`src/rtl/kmc_memarb_pkg.sv`:
```
// rtl/kmc_memarb_pkg.sv - shared state encodings, timeout limit and RAM command type for the KMC memory arbiter
package kmc_memarb_pkg;

    localparam logic [2:0] ST_IDLE = 3'd0;
    localparam logic [2:0] ST_HWR  = 3'd1;
    localparam logic [2:0] ST_HRD  = 3'd2;
    // HCAP keeps its historical encoding but is never entered; read data is captured in HRD.
    localparam logic [2:0] ST_HCAP = 3'd3;
    localparam logic [2:0] ST_HACK = 3'd4;

    localparam logic [3:0] WAIT_LIMIT = 4'd15;

    typedef struct packed {
        logic [9:0] addr;
        logic       we;
        logic [7:0] wdata;
    } ram_cmd_t;

endpackage

```
`src/rtl/kmc_arbtmr.sv`:
```
// rtl/kmc_arbtmr.sv - saturating host wait counter used for starvation protection
module kmc_arbtmr
    import kmc_memarb_pkg::*;
(
    input  logic clk,
    input  logic rst,
    input  logic clr,
    input  logic inc,
    output logic at_limit
);

    logic [3:0] count;

    always_ff @(posedge clk or posedge rst) begin
        if (rst) begin
            count <= 4'd0;
        end else if (clr) begin
            count <= 4'd0;
        end else if (inc && (count != WAIT_LIMIT)) begin
            count <= count + 4'd1;
        end
    end

    assign at_limit = (count == WAIT_LIMIT);

endmodule

```
`src/rtl/kmc_memarb.sv`:
```
// rtl/kmc_memarb.sv - single-port RAM arbiter between KMC microsequencer and host; KMC_MEMARB_TIMEOUT_EN enables starvation protection
module kmc_memarb
    import kmc_memarb_pkg::*;
(
    input  logic       clk,
    input  logic       rst,
    input  logic       kmcINIT,
    input  logic       cpuREQ,
    input  logic       cpuWR,
    input  logic [9:0] cpuADDR,
    input  logic [7:0] cpuDATA,
    output logic       cpuSTALL,
    input  logic       hostREQ,
    input  logic       hostWR,
    input  logic [9:0] hostADDR,
    input  logic [7:0] hostDATA,
    output logic       hostACK,
    output logic [7:0] hostRDDATA,
    output logic [9:0] ramADDR,
    output logic       ramWE,
    output logic [7:0] ramWDATA,
    input  logic [7:0] ramRDATA
);

    logic [2:0] state;
    logic [2:0] state_next;
    logic       is_idle;
    logic       stall_req;
    logic       host_grant;
    ram_cmd_t   ram_cmd;

    assign is_idle = (state == ST_IDLE);

`ifdef KMC_MEMARB_TIMEOUT_EN
    logic tmr_clr;
    logic tmr_inc;
    logic at_limit;

    assign tmr_clr = host_grant | kmcINIT | ~hostREQ;
    assign tmr_inc = is_idle & hostREQ & ~host_grant;

    kmc_arbtmr u_arbtmr (
        .clk      (clk),
        .rst      (rst),
        .clr      (tmr_clr),
        .inc      (tmr_inc),
        .at_limit (at_limit)
    );

    assign stall_req = is_idle & hostREQ & at_limit & ~kmcINIT;
`else
    assign stall_req = 1'b0;
`endif

    // Host is only ever granted from IDLE; an init cycle never starts a new transaction.
    assign host_grant = is_idle & hostREQ & ~kmcINIT & (~cpuREQ | stall_req);

    always_comb begin
        ram_cmd.addr  = cpuADDR;
        ram_cmd.we    = cpuREQ & cpuWR;
        ram_cmd.wdata = cpuDATA;
        if (host_grant) begin
            ram_cmd.addr  = hostADDR;
            ram_cmd.we    = hostWR;
            ram_cmd.wdata = hostDATA;
        end
    end

    assign ramADDR  = ram_cmd.addr;
    assign ramWE    = ram_cmd.we;
    assign ramWDATA = ram_cmd.wdata;

    always_comb begin
        state_next = ST_IDLE;
        case (state)
            ST_IDLE: begin
                if (host_grant) begin
                    state_next = hostWR ? ST_HWR : ST_HRD;
                end
            end
            ST_HWR:  state_next = ST_HACK;
            ST_HRD:  state_next = ST_HACK;
            ST_HACK: state_next = ST_IDLE;
            ST_HCAP: state_next = ST_IDLE;
            default: state_next = ST_IDLE;
        endcase
        if (kmcINIT) begin
            state_next = ST_IDLE;
        end
    end

    always_ff @(posedge clk or posedge rst) begin
        if (rst) begin
            state <= ST_IDLE;
        end else begin
            state <= state_next;
        end
    end

    // RAM read data for the grant-cycle address arrives during HRD.
    always_ff @(posedge clk or posedge rst) begin
        if (rst) begin
            hostRDDATA <= 8'h00;
        end else if ((state == ST_HRD) && !kmcINIT) begin
            hostRDDATA <= ramRDATA;
        end
    end

    assign hostACK  = (state == ST_HACK);
    assign cpuSTALL = stall_req;

endmodule

```
`config.mk`:
```
export PLATFORM = sky130hd
export DESIGN_NAME = kmc_memarb
export DESIGN_NICKNAME = d
export VERILOG_FILES = /design/src/rtl/kmc_memarb_pkg.sv /design/src/rtl/kmc_arbtmr.sv /design/src/rtl/kmc_memarb.sv
export SDC_FILE = /design/constraint.sdc
export NUM_CORES = 1
export LEC_CHECK = 0
export CAP_MARGIN = 10
export CORE_UTILIZATION = 28
export DETAILED_ROUTE_END_ITERATION = 10
export PLACE_DENSITY = 0.79
export RECOVER_POWER = 25
export SLEW_MARGIN = 20
export SYNTH_ARGS = -nofsm -noshare
export SYNTH_HDL_FRONTEND = slang
export SYNTH_SLANG_ARGS = --single-unit
```
`constraint.sdc`:
```
create_clock -name clk -period 2 [get_ports clk]
set_input_delay 0.4 -clock clk [delete_from_list [all_inputs] [get_ports clk]]
set_output_delay 0.4 -clock clk [all_outputs]
set_load 0.01 [all_outputs]
```
-- After elaboration in Yosys (flattened, before gate mapping)
Cells that the tools add are included.
- register bits: 11
- bits of input ports: 51
- output and inout bits: 29
- word-level logic and storage cells: 20
- eq/ne operators: 3
- multiplexer cells: 5
- bitwise operators: 6
- reduce and logical (&&, ||, !) cells: 4
- operator list (operator ; count):
    $mux W19 ; 1
    $pmux W3 S2 ; 1
    $and A1 B1 Y1 ; 4
    $mux W2 ; 2
    $eq A3 B1 Y1 const B ; 1
    $eq A3 B2 Y1 const B ; 1
    $eq A3 B3 Y1 const B ; 1
    $logic_not A3 Y1 ; 1
    $mux W3 ; 1
    $not A1 Y1 ; 2
    $reduce_or A2 Y1 ; 1
    $logic_and A1 B1 Y1 ; 1
    $logic_not A1 Y1 ; 1

-- Longest topological paths before layout
- depth in word-level cells: 7
- depth in mapped cells: 4
- gate-level depth less buffers: 3

-- Worst setup path after synthesis
OpenSTA, ideal clock, no wires.
- path type: register to output
- start: reg state[2]
- end: out ramADDR[0]
- arrival time: 1.266 ns
- required time: 1.600 ns
- slack: 0.334 ns
- cell stages (with the launch flop): 5
- path buffers: 1
- path through: dfrtp_1 > nor4b_2 > nand2_2 > buf_6 > mux2_4
- longest elaborated chain between the ends: 5
- RTL lines (what ; RTL line ; RTL):
    start: declaration ; kmc_memarb.sv:25 ; logic [2:0] state;
    start signal: assignment ; kmc_memarb.sv:96 ; state <= state_next;
    $logic_not A3 Y1 ; kmc_memarb.sv:32 ; assign is_idle = (state == ST_IDLE);
    $and A1 B1 Y1 (3 in a row) ; kmc_memarb.sv:56 ; assign host_grant = is_idle & hostREQ & ~kmcINIT & (~cpuREQ | stall_req);
    $mux W19 ; kmc_memarb.sv:62 ; if (host_grant) begin
    end: declaration ; kmc_memarb.sv:19 ; output logic [9:0] ramADDR,
Every way passes these cells.

-- Final worst setup path
- start: reg state[2]
- end: out ramWDATA[7]
- longest elaborated chain between the ends: 5
- RTL lines (what ; RTL line ; RTL):
    $logic_not A3 Y1 ; kmc_memarb.sv:32 ;
    $and A1 B1 Y1 (3 in a row) ; kmc_memarb.sv:56 ;
    $mux W19 ; kmc_memarb.sv:62 ;
    end: declaration ; kmc_memarb.sv:21 ; output logic [7:0] ramWDATA,
Every way passes these cells.

==> run summary <==
Synthesized flop and latch total: 11
DR vias: 770
Io pins: 80
Failing checks: negative setup slack
Clock Skews: 0.00333 ns
Post-synthesis sequential area ratio: 0.363
Die ar.: 2920 µm²
First-pass GRT wire length: 3.55 mm
PortBufs: 78
Pwr dens: 492 nW/µm²
Initial Util: 0.301
FF/Latch Area: 275 µm²
Setup CP Type: reg -> out
RSZ-0062 raised after global routing: true
Area of the multi-input gates: 454 µm²
Wire length per cell: 13.2 µm
Vias in the first global route: 792
Syn. warnings: 0
Antenna Cells: 0
P&R area growth vs syn: 131%
Final period demand of the worst path: 2.10 ns
TritonRoute pass-1 iters: 2
Initial DRC count: 3
Initial antenna violation count: 0
Routed wire length: 2.31 mm
Final-layout fill cell count: 195
Core ar.: 2520 µm²
TritonCTS clock tree: done
Final hold slack: 0.509 ns
Num rows: 18
Share of cells above drive strength 1: 0.448
Startpoint types: flip-flop
Die W: 54.0 µm
Detailed-route DRC error count: 0
Clk_lat worst skew: 0.27 ns
H-tree Lvls: 1
Leakage power: 0.845 nW
Final-report hold violation count: 0
CP Data Arrival Time: 1.70 ns
Critical Path RT: 1.60 ns
Critical Path Fanout Max: 5
Gp weighted congestion: 0.698
Fin nets: 197
CTS Sinks: 11
Avg Cell Area, Syn: 14.0 µm²
Fin cells: 175
Largest net degree at the start of global routing: 12
Period utilization: 1.05
Crit. End Element: primary output
Remaining Overflow, GRT: 0
Worst setup margin: -0.105 ns
Clock slew at reported path FFs: 0.07 ns
Post-synthesis cell area: 758 µm²
HP Class: reg -> reg
Fin. max-slew vios: 0
Post-route ant nets: 0
Cts hold-fix bufs: 0
CTS root buf: clkbuf_4
Cells after Synth: 54
Net Count, Synth: 105
Clock tree buffer depth: 2
Die height: 54.0 µm
Max VDD drop: 0.000468 V
CTS Buf Count: 3
Outcome: finished with violations
Max Freq: 475 MHz
Distinct cells, synth: 16
Max cap viols: 0
GRT Util Overall: 0.170
Number of vias per cell: 4.40
Placed cells: 165
Endpoints failing setup: 12
area by class of cell:
cell class	count	share of cell area
clock buffers	3	0.0129
flip-flops and latches	11	0.157
well taps	30	0.0215
clock inverters	1	0.00286
inverters	2	0.00429
repair buffers	90	0.541
multi-input cells	38	0.260
where the power goes:
group | leakage [nW] | internal, mW | switching (mW) | total, mW
registers | 0.141 | 0.266 | 0.0216 | 0.288
clock network | 0.0177 | 0.0740 | 0.0775 | 0.152
logic | 0.686 | 0.294 | 0.126 | 0.420
path summary, 6_finish.rpt:
check                               from  slack, ns  depth (start not counted)       endpoint
hold reg to reg            hostRDDATA[3]       0.51                          1  hostRDDATA[3]
hold / removal             hostRDDATA[3]       0.51                          1  hostRDDATA[3]
min in group asynchronous            rst       0.55                          2  hostRDDATA[1]
setup / recovery                state[2]      -0.10                          6    ramWDATA[7]
max in group asynchronous            rst       1.16                          2       state[2]
setup reg to reg                state[2]       0.39                          5  hostRDDATA[7]
cells by family after synthesis:
group	share of synthesized area
mux	0.470
flops	0.363
simple gates	0.0940
buf+inv	0.0495
compound gates	0.00659
xor+xnor	0.0116
other cells	0.00495
timing repair:
item	CTS	global route
gates cloned	3	0
gates resized for setup	101	7
setup buffers	2	2
pin swaps	2	2
setup endpoints to repair	19	20
hold endpoints to repair	0	0
layer usage:
layer / vias to the layer above / share of wire / GRT usage
li1: 375 / - / -
met1: 352 / 0.36 / 0.184
met2: 43 / 0.56 / 0.329
met3: 0 / 0.081 / 0.0311
met4: 0 / 0 / 0.0513
met5: - / 0 / 0
through the flow:
stage                     power [mW]  setup TNS [ns]   util  setup slack [ns]  cell area (µm²)
after global placement         0.681          -10.98  0.636            -0.596             1600
after floorplan                0.434               0      -             0.334              758
after global routing           0.912           -2.76  0.693            -0.195             1750
after detailed placement       0.693          -11.29  0.636            -0.609             1600
after CTS                      0.877           -3.28  0.694            -0.191             1750
final                          0.859           -1.20  0.693            -0.105             1750
placed cells by master, fill, tap and decap left out, types with 2 or more instances in the layout:
cell / n
buf_16: 3
buf_2: 2
buf_4: 7
buf_6: 19
clkbuf_4: 3
clkdlybuf4s50_1: 54
dfrtp_1: 11
inv_1: 2
mux2_2: 9
mux2_4: 17
nor2_1: 3
nor4b_4: 2
Yosys cell counts:
master   instances  area share
dfrtp_1         11        0.36
mux2_4          17        0.34
nand2_1          1      0.0049
mux2_2           9        0.13
xnor2_1          1       0.012
buf_4            1      0.0099
and2_1           1      0.0083
nor4b_2          1       0.020
buf_6            2       0.030
nor2_1           3       0.015
inv_1            2      0.0099
o21ai_0          1      0.0066
nor4b_4          1       0.031
conb_1           1      0.0049
nor3_1           1      0.0066
nand2_2          1      0.0083
state kept, by name (all words and copies together), names as in the netlist:
name        count
hostRDDATA      8
state           3
worst max-delay path, cell delays in order (launching register included):
cell and delay [ns]:
dfrtp_1 0.40, nor4b_4 0.22, nand2_2 0.11, buf_6 0.15, buf_16 0.13, mux2_4 0.29, buf_6 0.12
Note: power is estimated with default switching activity, not from simulation.
